## src/rtl/tone_pkg.sv

```systemverilog
// Shared constants and helpers for the tone classifier: direction code mapping and width helpers.
// Consumers map direction codes to motion themselves; nothing about motion lives here.
package tone_pkg;

    localparam int TD_HOLD = 0;

    function automatic int dir_w(input int num_ch);
        return $clog2(num_ch + 1);
    endfunction

    function automatic int gap_w(input int gap);
        return (gap < 1) ? 1 : $clog2(gap + 1);
    endfunction

    // Channel i reports as code i+1 so that code 0 stays free for HOLD.
    function automatic int ch_code(input int idx);
        return idx + 1;
    endfunction

endpackage

```

## src/rtl/tone_sync.sv

```systemverilog
// Single-bit multi-flop synchroniser for asynchronous detector and button inputs.
// All stages clear on the synchronous reset.
module tone_sync #(
    parameter int STAGES = 2
) (
    input  logic clk,
    input  logic rst,
    input  logic d,
    output logic q
);

    logic [STAGES-1:0] sync_q;
    logic [STAGES-1:0] sync_d;

    always_comb begin
        sync_d = {sync_q[STAGES-2:0], d};
    end

    always_ff @(posedge clk) begin
        if (rst) begin
            sync_q <= '0;
        end else begin
            sync_q <= sync_d;
        end
    end

    assign q = sync_q[STAGES-1];

endmodule

```

## src/rtl/tone_classifier.sv

```systemverilog
// Priority tone/button classifier: synchronises each channel, picks the lowest-index active
// channel and commits its direction code once it has won DWELL cycles, tolerating GAP-cycle dropouts.
module tone_classifier
    import tone_pkg::*;
#(
    parameter int NUM_CH      = 5,
    parameter int DWELL       = 25_000_000,
    parameter int CNT_W       = 26,
    parameter int GAP         = 0,
    parameter int SYNC_STAGES = 2,
    localparam int DIR_W      = dir_w(NUM_CH)
) (
    input  logic              clk,
    input  logic              rst,
    input  logic              enable,
    input  logic [NUM_CH-1:0] raw_tone,
    input  logic [NUM_CH-1:0] btn,
    output logic [DIR_W-1:0]  tone_dir,
    output logic              dir_valid,
    output logic              dir_changed,
    output logic [CNT_W-1:0]  winner_cnt
);

    localparam int               GAP_W     = gap_w(GAP);
    localparam logic [CNT_W-1:0] CNT_LAST  = CNT_W'(DWELL - 1);
    localparam logic [GAP_W-1:0] GAP_LIMIT = GAP_W'(GAP);
    localparam logic [DIR_W-1:0] CODE_HOLD = DIR_W'(TD_HOLD);

    logic [NUM_CH-1:0] sync_tone;
    logic [NUM_CH-1:0] sync_btn;
    logic [NUM_CH-1:0] req;

    logic [CNT_W-1:0] cnt_q [NUM_CH];
    logic [CNT_W-1:0] cnt_d [NUM_CH];
    logic [GAP_W-1:0] gap_q [NUM_CH];
    logic [GAP_W-1:0] gap_d [NUM_CH];

    logic [DIR_W-1:0] tone_dir_q;
    logic [DIR_W-1:0] tone_dir_d;
    logic             dir_valid_q;
    logic             dir_valid_d;
    logic             dir_changed_q;
    logic             dir_changed_d;

    logic [NUM_CH-1:0] win_onehot;
    logic [DIR_W-1:0]  win_code;
    logic [CNT_W-1:0]  win_cnt;
    logic              any_req;
    logic              commit;

    genvar gi;
    generate
        for (gi = 0; gi < NUM_CH; gi++) begin : g_sync
            tone_sync #(
                .STAGES (SYNC_STAGES)
            ) u_tone_sync (
                .clk (clk),
                .rst (rst),
                .d   (raw_tone[gi]),
                .q   (sync_tone[gi])
            );

            tone_sync #(
                .STAGES (SYNC_STAGES)
            ) u_btn_sync (
                .clk (clk),
                .rst (rst),
                .d   (btn[gi]),
                .q   (sync_btn[gi])
            );
        end
    endgenerate

    assign req = sync_tone | sync_btn;

    // Scan from the top so the lowest active index is the last one written and wins.
    always_comb begin
        win_onehot = '0;
        win_code   = CODE_HOLD;
        win_cnt    = '0;
        any_req    = 1'b0;
        for (int i = NUM_CH - 1; i >= 0; i--) begin
            if (req[i]) begin
                win_onehot    = '0;
                win_onehot[i] = 1'b1;
                win_code      = DIR_W'(ch_code(i));
                win_cnt       = cnt_q[i];
                any_req       = 1'b1;
            end
        end
    end

    assign commit = enable && any_req && (win_cnt == CNT_LAST);

    always_comb begin
        for (int i = 0; i < NUM_CH; i++) begin
            cnt_d[i] = cnt_q[i];
            gap_d[i] = gap_q[i];
            if (!enable || commit) begin
                cnt_d[i] = '0;
                gap_d[i] = '0;
            end else if (win_onehot[i]) begin
                cnt_d[i] = cnt_q[i] + CNT_W'(1);
                gap_d[i] = '0;
            end else if (cnt_q[i] != '0) begin
                // A pre-empted or dropped channel keeps its count until the gap budget runs out.
                if (gap_q[i] == GAP_LIMIT) begin
                    cnt_d[i] = '0;
                    gap_d[i] = '0;
                end else begin
                    gap_d[i] = gap_q[i] + GAP_W'(1);
                end
            end
        end
    end

    always_comb begin
        tone_dir_d    = tone_dir_q;
        dir_valid_d   = 1'b0;
        dir_changed_d = 1'b0;
        if (!enable) begin
            tone_dir_d = CODE_HOLD;
        end else if (commit) begin
            tone_dir_d    = win_code;
            dir_valid_d   = 1'b1;
            dir_changed_d = (win_code != tone_dir_q);
        end
    end

    always_ff @(posedge clk) begin
        if (rst) begin
            tone_dir_q    <= CODE_HOLD;
            dir_valid_q   <= 1'b0;
            dir_changed_q <= 1'b0;
            for (int i = 0; i < NUM_CH; i++) begin
                cnt_q[i] <= '0;
                gap_q[i] <= '0;
            end
        end else begin
            tone_dir_q    <= tone_dir_d;
            dir_valid_q   <= dir_valid_d;
            dir_changed_q <= dir_changed_d;
            for (int i = 0; i < NUM_CH; i++) begin
                cnt_q[i] <= cnt_d[i];
                gap_q[i] <= gap_d[i];
            end
        end
    end

    assign tone_dir    = tone_dir_q;
    assign dir_valid   = dir_valid_q;
    assign dir_changed = dir_changed_q;
    assign winner_cnt  = win_cnt;

endmodule

```

## config.mk

```make
export PLATFORM = sky130hd
export DESIGN_NAME = tone_classifier
export DESIGN_NICKNAME = d
export VERILOG_FILES = /design/src/rtl/tone_pkg.sv /design/src/rtl/tone_sync.sv /design/src/rtl/tone_classifier.sv
export SDC_FILE = /design/constraint.sdc
export NUM_CORES = 1
export LEC_CHECK = 0
export CORE_MARGIN = 2
export CORE_UTILIZATION = 35
export DETAILED_ROUTE_END_ITERATION = 10
export SETUP_SLACK_MARGIN = 0.2
export SLEW_MARGIN = 20
export SYNTH_ARGS = -nofsm -noshare
export SYNTH_HDL_FRONTEND = slang
export SYNTH_SLANG_ARGS = --single-unit
```

## constraint.sdc

```tcl
create_clock -name clk -period 2.9 [get_ports clk]
set_input_delay 0.58 -clock clk [delete_from_list [all_inputs] [get_ports clk]]
set_output_delay 0.58 -clock clk [all_outputs]
set_load 0.01 [all_outputs]
```

==> metrics, run 1 <==
final setup vio count=between 100 and 150; crit-path cells=or2_4 -> buf_4 -> a311oi_2 -> buf_4 -> o32ai_2 -> nand4_1 -> or4_4 -> o311ai_4 -> buf_6 -> buf_12 -> nor3_1; R2R Setup Slk=-0.09 ns; Initial Util=between 30% and 40%; Hold Crit Depth=1; XOR/XNOR Fraction of Synth Area=between 10 and 15%; Top cell by count, worst path=buf_4; post-synth design cell area=around 8200 um2; Worst Path Buf+Inv=4; Adder-Cell Fraction of Synth Area=under 10%; Setup TNS=-6.66 ns; final hold violations=0; final wirelength=between 20000 and 30000 um; Post-CTS Hold Buffers=0; worst-margin pin slew=0.609 ns; DRT Pass-1 Iters=5; I/O pin cnt=44; GR Overflow Total=0; CP delay by family, top=simple AND/OR/NAND/NOR gates; Total GRT Usage=22.3%; Setup crit start kind=register; pwr dens=450 nW/um2; initial antenna violation count=0; routed wire length per instance=around 19 um; fmax=334 MHz; layout cells sized above 1=between 20% and 30%; overall die area=roughly 25000 um2; number of global-route vias before repair=~7.6k; Worst-path clk slew=around 0.060 ns; core box area=23300 um2; Syn Area/Cell=around 8.3 um2; clock skew=about 0.018 ns; peak supply drop=0.000363 V; largest family of logic cells by synthesized area=simple AND/OR/NAND/NOR gates; first-pass GRT wire length=roughly 43000 um; clk buf depth=2; complex-gate fraction of the synthesized area=between 10% and 20%; Rel. slew slack=between 50% and 60%; antenna-violating nets left=0; area delta synth->final=38.3%; die height=157 um; H-tree levels=4; Min-Delay Startpoint=g_sync[2].u_btn_sync.sync_q[0]; Worst Reg-to-Reg Cells=11; total power=between 5000 and 6000 uW; leak pwr=between 0.003 and 0.004 uW; r2r endpoint=cnt_q[0][107]; CTS root buffer=clkbuf_16; DP HPWL=approximately 20000 um; Syn. warnings=0; number of synthesized register bits=approximately 160; syn nets=1017; multiplexer share of the synthesized area=0%; CTS tree=yes; fin nets=1178; Die W=roughly 160 um; Post-Synth Simple-Gate Area=between 30% and 40%; Seq/Total Area, Yosys=37.7%; TritonCTS Buffers=17; Unique masters post-synth=between 50 and 60; Mapped Cells=994; Hold WC Path Type=register to register; type of the worst setup path=register to register; Required @ worst endpoint=about 3.2 ns; ANT cells=0; worst setup margin=-0.0942 ns; number of max-cap violations=0; worst hold endpoint=g_sync[2].u_btn_sync.sync_q[1]; initial DRC count=794; status=finished, violations left; Tmin final=between 2 and 3 ns; period utilization=103%; Critical Path End Type=register; Largest stage delay, worst path=between 0.5 and 0.6 ns; FF-to-FF Start=g_sync[4].u_btn_sync.sync_q[1]; WP data arrival=3.29 ns; crit path max fanout=16; largest net degree at the start of global routing=33; clk sink count=about 160; routed vias/inst=5.55; CP max-delay cell=or4_4; unrepaired setup endpoints after global routing=true; via count=slightly above 8k; DRC Markers=0; Worst-Skew Late Latency=between 0.4 and 0.5 ns; FP Rows=56; failing checks=setup timing; final slew viol count=0; GP Congestion=about 0.9; IO buf count=43
[stage by stage]
step	hold slack, ns	instance area (um2)	cells	setup slack [ns]	utilization, %
floorplan	0.414	8290	994	0.186	-
global placement	0.429	9770	1412	-0.142	42.0
detailed placement	0.427	9770	1412	-0.159	42.0
CTS	0.438	10900	1467	-0.0884	46.9
global route	0.453	11400	1487	-0.156	48.9
finish	0.435	11400	1487	-0.0942	48.9
[cells in the mapped netlist (all sizes together)]
master | count | area share [%]
buf | 35 | 3.0
a21oi | 14 | 0.85
o22ai | 1 | 0.076
and4 | 7 | 0.75
o31a | 1 | 0.11
xnor2 | 67 | 7.1
a31oi | 1 | 0.076
a221o | 2 | 0.24
inv | 22 | 1.0
o21bai | 1 | 0.091
a311oi | 19 | 2.0
o21a | 19 | 1.7
nor2b | 20 | 1.5
or2 | 8 | 0.61
nor4b | 5 | 0.53
and3 | 22 | 1.7
a221oi | 4 | 0.43
nor3b | 1 | 0.091
or3 | 2 | 0.15
dfxtp | 155 | 38
nand2 | 72 | 3.3
nand4 | 32 | 2.4
nand3 | 59 | 3.6
and2 | 6 | 0.46
nor3 | 123 | 7.5
nand2b | 1 | 0.076
o311ai | 5 | 0.75
xor2 | 55 | 5.9
o31ai | 12 | 1.2
a22oi | 8 | 0.73
or4 | 6 | 0.59
ha | 10 | 1.5
a2bb2oi | 1 | 0.11
clkbuf | 31 | 1.4
nor2 | 74 | 3.5
o211ai | 1 | 0.091
o32ai | 4 | 0.52
nand4b | 1 | 0.11
a21o | 3 | 0.27
o21ai | 32 | 1.9
nor4 | 52 | 4.1
[power breakdown]
part	switching [uW]	internal, uW
registers	13.2	2140
logic	416	376
clock network	973	1200
total	1400	3710
[cell families after synthesis]
family	after synthesis
buf+inv	88
xor+xnor	122
fa+ha+maj	10
flops	155
compound gates	128
simple gates	491
[cells in the final DEF (no fill, tap or decap), drive strengths merged, types with 8 or more instances in the layout]
master / instances
nand2: 72
a311oi: 19
nor3: 123
xnor2: 67
inv: 28
dfxtp: 155
o21a: 19
nand4: 32
or2: 8
nor2b: 20
a22oi: 8
a21oi: 14
ha: 10
clkbuf: 22
nand3: 59
xor2: 55
o31ai: 12
nor4: 52
and3: 22
o21ai: 32
nor2: 74
buf: 185
clkdlybuf4s50: 17
[state kept, by name, summed over array words and instances, names as in the netlist]
name and flops:
g_sync.u_tone_sync.sync_q 10, tone_dir 3, cnt_q 130, g_sync.u_btn_sync.sync_q 10
dir_changed 1, dir_valid 1
[worst max-delay path by stage]
stage,startpoint,to,cells after the start
6_report,g_sync[4].u_btn_sync.sync_q[1],cnt_q[0][107],11
5_1_grt,g_sync[4].u_btn_sync.sync_q[1],cnt_q[0][125],11
4_1_cts,g_sync[0].u_tone_sync.sync_q[1],winner_cnt[6],7
3_5_place_dp,g_sync[1].u_btn_sync.sync_q[1],cnt_q[0][91],11
3_3_place_gp,g_sync[0].u_btn_sync.sync_q[1],cnt_q[0][62],9
2_1_floorplan,g_sync[1].u_btn_sync.sync_q[1],cnt_q[0][88],11
[final cells by class]
cell class	instances	area [um2]
multi-input cells	751	5260
fillers	2209	11900
well taps	319	399
repair buffers	208	1940
clock buffers	17	425
inverters	22	82.6
clock inverters	15	139
flip-flops and latches	155	3120
[repair_timing]
action	in CTS	in global routing
cloned	2	5
resized for setup	183	64
pin swaps	32	44
endpoints found under the setup margin	160	160
setup buffers	21	15
[routing by layer]
| metal | up-vias | GRT usage, % | wire, um |
|---|---|---|---|
| met5 | - | 0 | 0 |
| met4 | 0 | 8.96 | 914 |
| met3 | 65 | 3.85 | 1960 |
| met2 | 341 | 33.4 | 12000 |
| met1 | 3927 | 31.8 | 12900 |
| li1 | 3917 | - | - |
No activity file was read; power rests on OpenSTA's default activity.
==> run 2: changes to the inputs <==
--- a/config.mk
+++ b/config.mk
@@ -8,6 +8,7 @@
 export CORE_MARGIN = 2
 export CORE_UTILIZATION = 35
 export DETAILED_ROUTE_END_ITERATION = 10
+export RECOVER_POWER = 100
 export SETUP_SLACK_MARGIN = 0.2
 export SLEW_MARGIN = 20
 export SYNTH_ARGS = -nofsm -noshare
==> metrics, run 2 (synthesized netlist as in run 1, its figures left out) <==
I/O pin cnt=44 (unchanged); Top reg by flops=cnt_q; TritonCTS Buffers=17 (unchanged); core box area=23300 um2 (unchanged); largest net degree at the start of global routing=33 (unchanged); CTS tree=yes; Worst Reg-to-Reg Cells=11 (unchanged); failing checks=setup timing; Sequential Area=3120 um2 (unchanged); number of global-route vias before repair=7591 (unchanged); Die W=157 um (unchanged); beginning of the critical path=g_sync[4].u_btn_sync.sync_q[1]; clk sink count=155 (unchanged); routed wire length per instance=18.7 um (-0.11%); Net Switching=1400 uW (about the same); crit path max fanout=16 (unchanged); clock power share=42.4% (about the same); Hold Crit Depth=1 (unchanged); R2R Setup Slk=-0.09 ns (about the same); final wirelength=27800 um (-0.11%); number of max-cap violations=0 (unchanged); DRT Pass-1 Iters=5 (unchanged); final setup vio count=139 (unchanged); Min-Delay Startpoint=g_sync[2].u_btn_sync.sync_q[0]; total internal power=3710 uW (about the same); Largest stage delay, worst path=0.55 ns (about the same); most frequent cells in the layout=148 x dfxtp_1, 134 x buf_4, 122 x nor3_1; clk buf depth=2 (unchanged); Setup TNS=-6.42 ns (+0.242 ns); layout cells sized above 1=26.3% (-0.086 points); Total GRT Usage=22.3% (unchanged); area delta synth->final=38.2% (about the same); worst setup margin=-0.0921 ns (+0.00213 ns); initial antenna violation count=0 (unchanged); # fillers=2211 (+0.091%); r2r endpoint=cnt_q[0][107]; leak pwr=0.00398 uW (+0.37%); CTS root buffer=clkbuf_16; Initial Util=35.3% (unchanged); Worst-path clk slew=0.07 ns (about the same); worst hold endpoint=g_sync[2].u_btn_sync.sync_q[1]; IO buf count=43 (unchanged); DRC Markers=0 (unchanged); area of the multi-input gates=5260 um2 (unchanged); Hold WC Path Type=register to register; combinational share of power=15.4% (about the same); first-pass GRT wire length=42600 um (unchanged); fmax=334 MHz (about the same); WP data arrival=3.29 ns (about the same); commonest non-fill, non-tap cell in the layout=dfxtp_1; Top cell by count, worst path=buf_4; final slew viol count=0 (unchanged); type of the worst setup path=register to register; via count=8259 (+0.11%); Setup crit start kind=register; Tmin final=2.99 ns (-0.00213 ns); peak supply drop=0.000363 V (about the same); initial DRC count=794 (unchanged); DP HPWL=19600 um (unchanged); H-tree levels=4 (unchanged); clock skew=0.0179 ns (-0.0000552 ns); GP Congestion=0.918 (unchanged); pwr dens=450 nW/um2 (about the same); fin nets=1178 (unchanged); period utilization=103% (about the same); FP Rows=56 (unchanged); GR Overflow Total=0 (unchanged); Sw Share=27.4% (about the same); routed vias/inst=5.55 (+0.11%); Rel. slew slack=30.9% (-28 points); crit-path cells=or2_4 -> buf_4 -> a311oi_2 -> buf_4 -> o32ai_2 -> nand4_1 -> or4_4 -> o311ai_4 -> buf_6 -> buf_12 -> nor3_1; status=finished, violations left; ANT cells=0 (unchanged); Required @ worst endpoint=3.20 ns (about the same); die height=157 um (unchanged); max reg flops=130 (unchanged); unrepaired setup endpoints after global routing=true; largest registers=cnt_q x130, g_sync.u_btn_sync.sync_q x10, g_sync.u_tone_sync.sync_q x10; CP max-delay cell=or4_4; Worst-Skew Late Latency=0.44 ns (about the same); Critical Path End Type=register; Post-CTS Hold Buffers=0 (unchanged); Reg power frac=42.1% (about the same); antenna-violating nets left=0 (unchanged); overall die area=24700 um2 (unchanged); FF-to-FF Start=g_sync[4].u_btn_sync.sync_q[1]; Util after Layout=48.9% (about the same); final hold violations=0 (unchanged); worst-margin pin slew=1.04 ns (+0.427 ns)
[run 2: worst max path at each step]
stage | endpoint | slack [ns]
finish | cnt_q[0][107] | -0.09
global route | cnt_q[0][125] | -0.16
CTS | winner_cnt[6] | -0.09
detailed placement | cnt_q[0][91] | -0.16
global placement | cnt_q[0][62] | -0.14
floorplan | cnt_q[0][88] | 0.19
[run 2: cell type report]
type	instances	share of cell area, %
tap	319	3.51
multi-input combinational	751	46.3
clock inverter	15	1.22
inverter	22	0.727
timing repair buffer	208	17.0
clock buffer	17	3.74
sequential	155	27.5
[run 2: through the flow]
stage | hold slack [ns] | worst slack (ns) | instances | total power (uW) | cell area (um2)
floorplan | 0.414 | 0.186 | 994 | 2490 | 8290
global placement | 0.429 | -0.142 | 1412 | 2780 | 9770
detailed placement | 0.427 | -0.159 | 1412 | 2780 | 9770
CTS | 0.438 | -0.0884 | 1467 | 5070 | 10900
global route | 0.453 | -0.156 | 1487 | 5290 | 11400
finish | 0.435 | -0.0921 | 1487 | 5110 | 11400
[run 2: repair_timing]
item                                    CTS  global route
gates cloned                              2             5
buffers inserted                         21            15
resized for setup                       183            64
endpoints found under the setup margin  160           160
pin swaps                                32            44
hold endpoints to repair                  0             0
[run 2: power by group through the flow]
stage               Combinational (uW)  Clock, uW  Sequential (uW)
floorplan                          296          0             2200
global placement                   575          0             2200
detailed placement                 576          0             2200
CTS                                709       2210             2160
global route                       827       2300             2160
finish                             790       2170             2150
[run 2: layer usage]
metal,track usage (%),share of wire (%),vias up
met2,33.4,43,356
met4,8.96,3.3,0
met5,0,0,-
li1,-,-,3916
met1,31.8,46,3916
met3,3.85,7.2,71
[run 2: critical path, delay by kind of cell, from the launching register on]
family | cells | cell delay (ns)
AOI/OAI and AO/OA | 3 | 0.75
buffers and inverters | 4 | 0.74
DFF | 1 | 0.37
and+or+nand+nor | 4 | 1.00
==> run 3: changes to the inputs <==
--- a/config.mk
+++ b/config.mk
@@ -9,7 +9,8 @@
 export CORE_UTILIZATION = 35
 export DETAILED_ROUTE_END_ITERATION = 10
 export RECOVER_POWER = 100
-export SETUP_SLACK_MARGIN = 0.2
+export SETUP_SLACK_MARGIN = 0.02
+export SKIP_CTS_REPAIR_TIMING = 1
 export SLEW_MARGIN = 20
 export SYNTH_ARGS = -nofsm -noshare
 export SYNTH_HDL_FRONTEND = slang
==> metrics, run 3 (synthesized netlist as in run 1, its figures left out) <==
area delta synth->final=36.9%; Initial Util=35.3% (unchanged); most frequent cells in the layout=149 x dfxtp_1, 145 x buf_4, 121 x nor3_1; final wirelength=27500 um (-1.2%); post-layout instance area=11300 um2 (-0.94%); via count=8140 (-1.4%); post-place instance area=9880 um2 (+1.2%); final hold violations=0 (unchanged); GP Congestion=0.975 (+6.2%); # fillers=2197 (-0.63%); WHS=0.441 ns (+0.00561 ns); Rel. slew slack=32.2% (+1.3 points); Setup crit start kind=register; CTS root buffer=clkbuf_16; Hold WC Path Type=register to register; number of max-cap violations=0 (unchanged); period utilization=107% (+3.7 points); commonest non-fill, non-tap cell in the layout=dfxtp_1; r2r endpoint=cnt_q[0][69]; routed wire length per instance=18.4 um (-1.8%); IO buf count=43 (unchanged); status=finished, violations left; fmax=323 MHz (-3.5%); largest registers=cnt_q x130, g_sync.u_btn_sync.sync_q x10, g_sync.u_tone_sync.sync_q x10; clk sink count=155 (unchanged); CP delay by family, top=simple AND/OR/NAND/NOR gates; DRT Pass-1 Iters=5 (unchanged); peak supply drop=0.000329 V (-9.5%); Min-Delay Startpoint=g_sync[4].u_tone_sync.sync_q[0]; Die W=157 um (unchanged); worst hold endpoint=g_sync[4].u_tone_sync.sync_q[1]; overall die area=24700 um2 (unchanged); R2R Setup Slk=-0.13 ns (-0.04 ns); final setup vio count=151 (+8.6%); Total GRT Usage=21.6% (-0.77 points); crit-path cells=or4_4 -> buf_12 -> buf_8 -> a311oi_4 -> o32ai_2 -> buf_4 -> buf_6; die height=157 um (unchanged); FP Rows=56 (unchanged); Top reg by flops=cnt_q; Critical Path End Type=primary output; DP HPWL=20000 um (+2.0%); unrepaired setup endpoints after global routing=true; Worst-path clk slew=0.07 ns (about the same); CP max-delay cell=or4_4; final slew viol count=0 (unchanged); routed vias/inst=5.44 (-2.0%); layout cells sized above 1=24.7% (-1.6 points); Largest stage delay, worst path=0.59 ns (+0.04 ns); max reg flops=130 (unchanged); initial DRC count=750 (-5.5%); Worst Path Buf+Inv=4 (unchanged); ANT cells=0 (unchanged); fin nets=1187 (+0.76%); total power=5050 uW (-1.3%); clock skew=0.0122 ns (-0.00577 ns); WP data arrival=2.52 ns (-0.77 ns); number of global-route vias before repair=7393 (-2.6%); Required @ worst endpoint=2.32 ns (-0.88 ns); initial antenna violation count=0 (unchanged); Worst-Skew Late Latency=0.43 ns (about the same); Tmin final=3.10 ns (+0.107 ns); crit path max fanout=6 (-10); H-tree levels=4 (unchanged); area of the multi-input gates=5150 um2 (-2.1%); clk buf depth=2 (unchanged); DRC Markers=0 (unchanged); worst setup margin=-0.199 ns (-0.107 ns); core box area=23300 um2 (unchanged); largest net degree at the start of global routing=28 (-15%); Sequential Area=3120 um2 (about the same); failing checks=setup timing; worst-margin pin slew=1.02 ns (-0.0192 ns); first-pass GRT wire length=41100 um (-3.7%); Worst Reg-to-Reg Cells=11 (unchanged); FF-to-FF Start=g_sync[3].u_btn_sync.sync_q[1]; leak pwr=0.00398 uW (-0.20%); antenna-violating nets left=0 (unchanged); Hold Crit Depth=1 (unchanged); GR Overflow Total=0 (unchanged); pwr dens=448 nW/um2 (-0.36%); TritonCTS Buffers=17 (unchanged); type of the worst setup path=register to primary output; I/O pin cnt=44 (unchanged); CTS tree=yes
==> run 3: per-layer routing <==
layer  wire (um)  track usage, %  up-vias
met2       11800            31.2      292
met3        1500            2.86       68
li1            -               -     3937
met4        1230            11.3        0
met1       12900            31.0     3843
met5           0               0        -
==> run 3: worst max path at each step <==
stage,slack (ns),cells past startpoint,from,endpoint
final,-0.20,7,g_sync[1].u_tone_sync.sync_q[1],winner_cnt[21]
after CTS,-0.71,6,g_sync[1].u_tone_sync.sync_q[1],winner_cnt[25]
after global placement,-0.25,11,g_sync[1].u_tone_sync.sync_q[1],cnt_q[0][35]
after floorplan,0.09,12,g_sync[1].u_tone_sync.sync_q[1],cnt_q[0][88]
after global routing,-0.24,7,g_sync[0].u_btn_sync.sync_q[1],winner_cnt[6]
after detailed placement,-0.25,6,g_sync[1].u_tone_sync.sync_q[1],winner_cnt[25]
==> run 3: power breakdown <==
group          internal, uW  switching [uW]  leakage, uW
combinational           350             396      0.00246
sequential             2140            13.5      0.00126
clock                  1120            1020     0.000259
==> run 3: worst reg2reg max path, cell delays in order (launching register included) <==
cell and delay [ns]:
dfxtp_4 0.37, nor2_4 0.18, buf_6 0.21, buf_12 0.13
a311oi_4 0.12, o32ai_2 0.37, nand4_1 0.20, or4_4 0.59
o311ai_4 0.30, buf_6 0.21, buf_12 0.18, nor3_1 0.07
==> run 3: area by class of cell <==
cell class                      count  area share, %
Inverter                           22          0.733
Tap cell                          319           3.55
Clock buffer                       17           3.78
Sequential cell                   155           27.7
Multi-Input combinational cell    751           45.8
Timing Repair Buffer              217           17.2
Clock inverter                     15           1.19
==> run 3: metrics by stage <==
step / setup TNS, ns / utilization [%] / worst slack [ns] / instances
CTS: -43.93 / 44.9 / -0.712 / 1474
detailed placement: -29.63 / 42.5 / -0.253 / 1442
finish: -14.51 / 48.4 / -0.199 / 1496
floorplan: 0 / - / 0.0859 / 994
global placement: -29.77 / 42.5 / -0.249 / 1442
global route: -24.02 / 48.4 / -0.238 / 1496
==> RTL edit (config.mk and constraints of run 3) <==
Change the package constant `TD_HOLD` from 0 to 1.
--- a/src/rtl/tone_pkg.sv
+++ b/src/rtl/tone_pkg.sv
@@ -2,7 +2,7 @@
 // Consumers map direction codes to motion themselves; nothing about motion lives here.
 package tone_pkg;
 
-    localparam int TD_HOLD = 0;
+    localparam int TD_HOLD = 1;
 
     function automatic int dir_w(input int num_ch);
         return $clog2(num_ch + 1);
Function: changed (Yosys sat finds a counterexample within 4 cycles, from zero or initial values and one cycle with rst high).
==> RTL edit against run 3 <==
- the flow still finishes with violations (setup timing)
- utilization down 1.4 points
- sequential share of layout area rose by 1.6 points
- routed wire length shrank 4.1%
- hold slack worse by 0.0057 ns
- area after synthesis down 2.7%
- sequential cell count did not move
- setup slack got worse by 0.0029 ns
- final cell count fell by 4.9%
- final area shrank 5.8%
- power is 0.68% lower
- global-route usage hardly changed
==> RTL edit: results (changes against run 3) <==
starting DRC count in detailed routing=684 (-8.8%); Mapped Nets=1010 (-0.69%); cts bufs inserted=17 (unchanged); clock transition at the registers of the reported paths=around 0.06 ns; initial antenna violation count=1 (+1); Yosys cell types=49 (-9.3%); met2 wire len=11.6 mm (-2.2%); switching power total=1220 uW (-15%); reg2reg start=g_sync[2].u_btn_sync.sync_q[1]; Setup crit start=g_sync[1].u_btn_sync.sync_q[1]; number of vias per cell=5.57 (+2.3%); Clk. pwr=2220 uW (+3%); Seq/Total Area, Yosys=0.388 (+0.0104); Pre-antenna DRT Iters=6 (+1); Detailed Route WL=26.4 mm (-4.1%); setup TNS=-6.01 ns (+8.50 ns); vias in the first global route=7137 (-3.5%); post-route cell area=10600 sq um (-5.8%); Lkg Pwr=0.00387 uW (-2.6%); critical path peak fanout=12 (+6); Worst Hold Depth=1 (unchanged); max incr delay on CP=0.54 ns (-0.05 ns); Hold Crit Start=g_sync[2].u_tone_sync.sync_q[0]; Crit Path Category=flop to primary output; All-Layer GR Usage=0.216 (+0.000231); Fin Hold WS=0.435 ns (-0.00575 ns); DPL Wire Length=19.9 mm (-0.51%); critical path's top delay family=buffers and inverters; Slew @ Worst Pin=0.769 ns (-0.248 ns); met3 wire len=1.59 mm (+6.0%); DRT met1 WL=12.2 mm (-5.5%); FF-to-FF End=cnt_q[0][67]; Gate power share=0.128 (-0.020); routability congestion estimate=0.942 (-3.3%); first-pass GRT wire length=40.0 mm (-2.6%); worst-case reg-to-reg path depth=12 (+1); top routing layer used=met5; # fillers=2200 (+0.14%); Commonest cells post-synth=155 x dfxtp_1, 147 x nor3_1, 80 x nor2_1, 71 x nand2_1, 59 x xnor2_1; clk_skew=0.00965 ns (-0.00251 ns); GR Util met2=0.331 (+0.0191); Clock Path Buffers=2 (unchanged); M3 GR Usage=0.0393 (+0.0106); placed inst area=9560 sq um (-3.3%); status=finished with violations; layout cells sized above 1=0.193 (-0.0537); ranking of synthesized cells by area=dfxtp_1 39%, nor3_1 9.2%, xnor2_1 6.5%; met1 usage=0.294 (-0.0166); peak supply drop=0.302 mV (-8.2%); final setup fails=62 (-59%); Layout Nets=1149 (-3.2%); CTS Root Cell=clkbuf_16; hold path endpoint=g_sync[2].u_tone_sync.sync_q[1]; Hold Crit Class=flop to flop; Final WS setup=-0.202 ns (-0.00295 ns); violated checks=setup timing; pre-CTS setup slack=-0.318 ns (-0.0652 ns); largest net degree at the start of global routing=26 (-7.1%)
## RTL edit: cell types whose count changed after synthesis, moves of 8 or more
| cell | run 3 | this run |
|---|---|---|
| nor2_1 | 72 | 80 |
| nor3_1 | 122 | 147 |
| nor4_1 | 51 | 28 |
| o21ai_0 | 28 | 43 |
| xnor2_1 | 67 | 59 |
## RTL edit: per-stage QoR
stage,utilization,instances,power (uW)
4_1_cts,0.449,1414,4950
5_1_grt,0.470,1422,5160
2_1_floorplan,-,987,2440
3_3_place_gp,0.423,1384,2740
6_report,0.470,1422,5010
3_5_place_dp,0.423,1384,2740
## RTL edit: final cells by class
type                    count  area share
clock buffers              24      0.0464
clock inverters             6     0.00814
inverters                  27     0.00956
multi-input cells         748       0.461
flip-flops and latches    155       0.294
well taps                 285      0.0336
repair buffers            177       0.147
## RTL edit: logic make-up after synthesis
logic type	Yosys count	share of synthesized area
xor+xnor	113	0.124
compound gates	142	0.122
simple gates	483	0.305
fa+ha+maj	10	0.0156
buf+inv	84	0.0457
flops	155	0.388
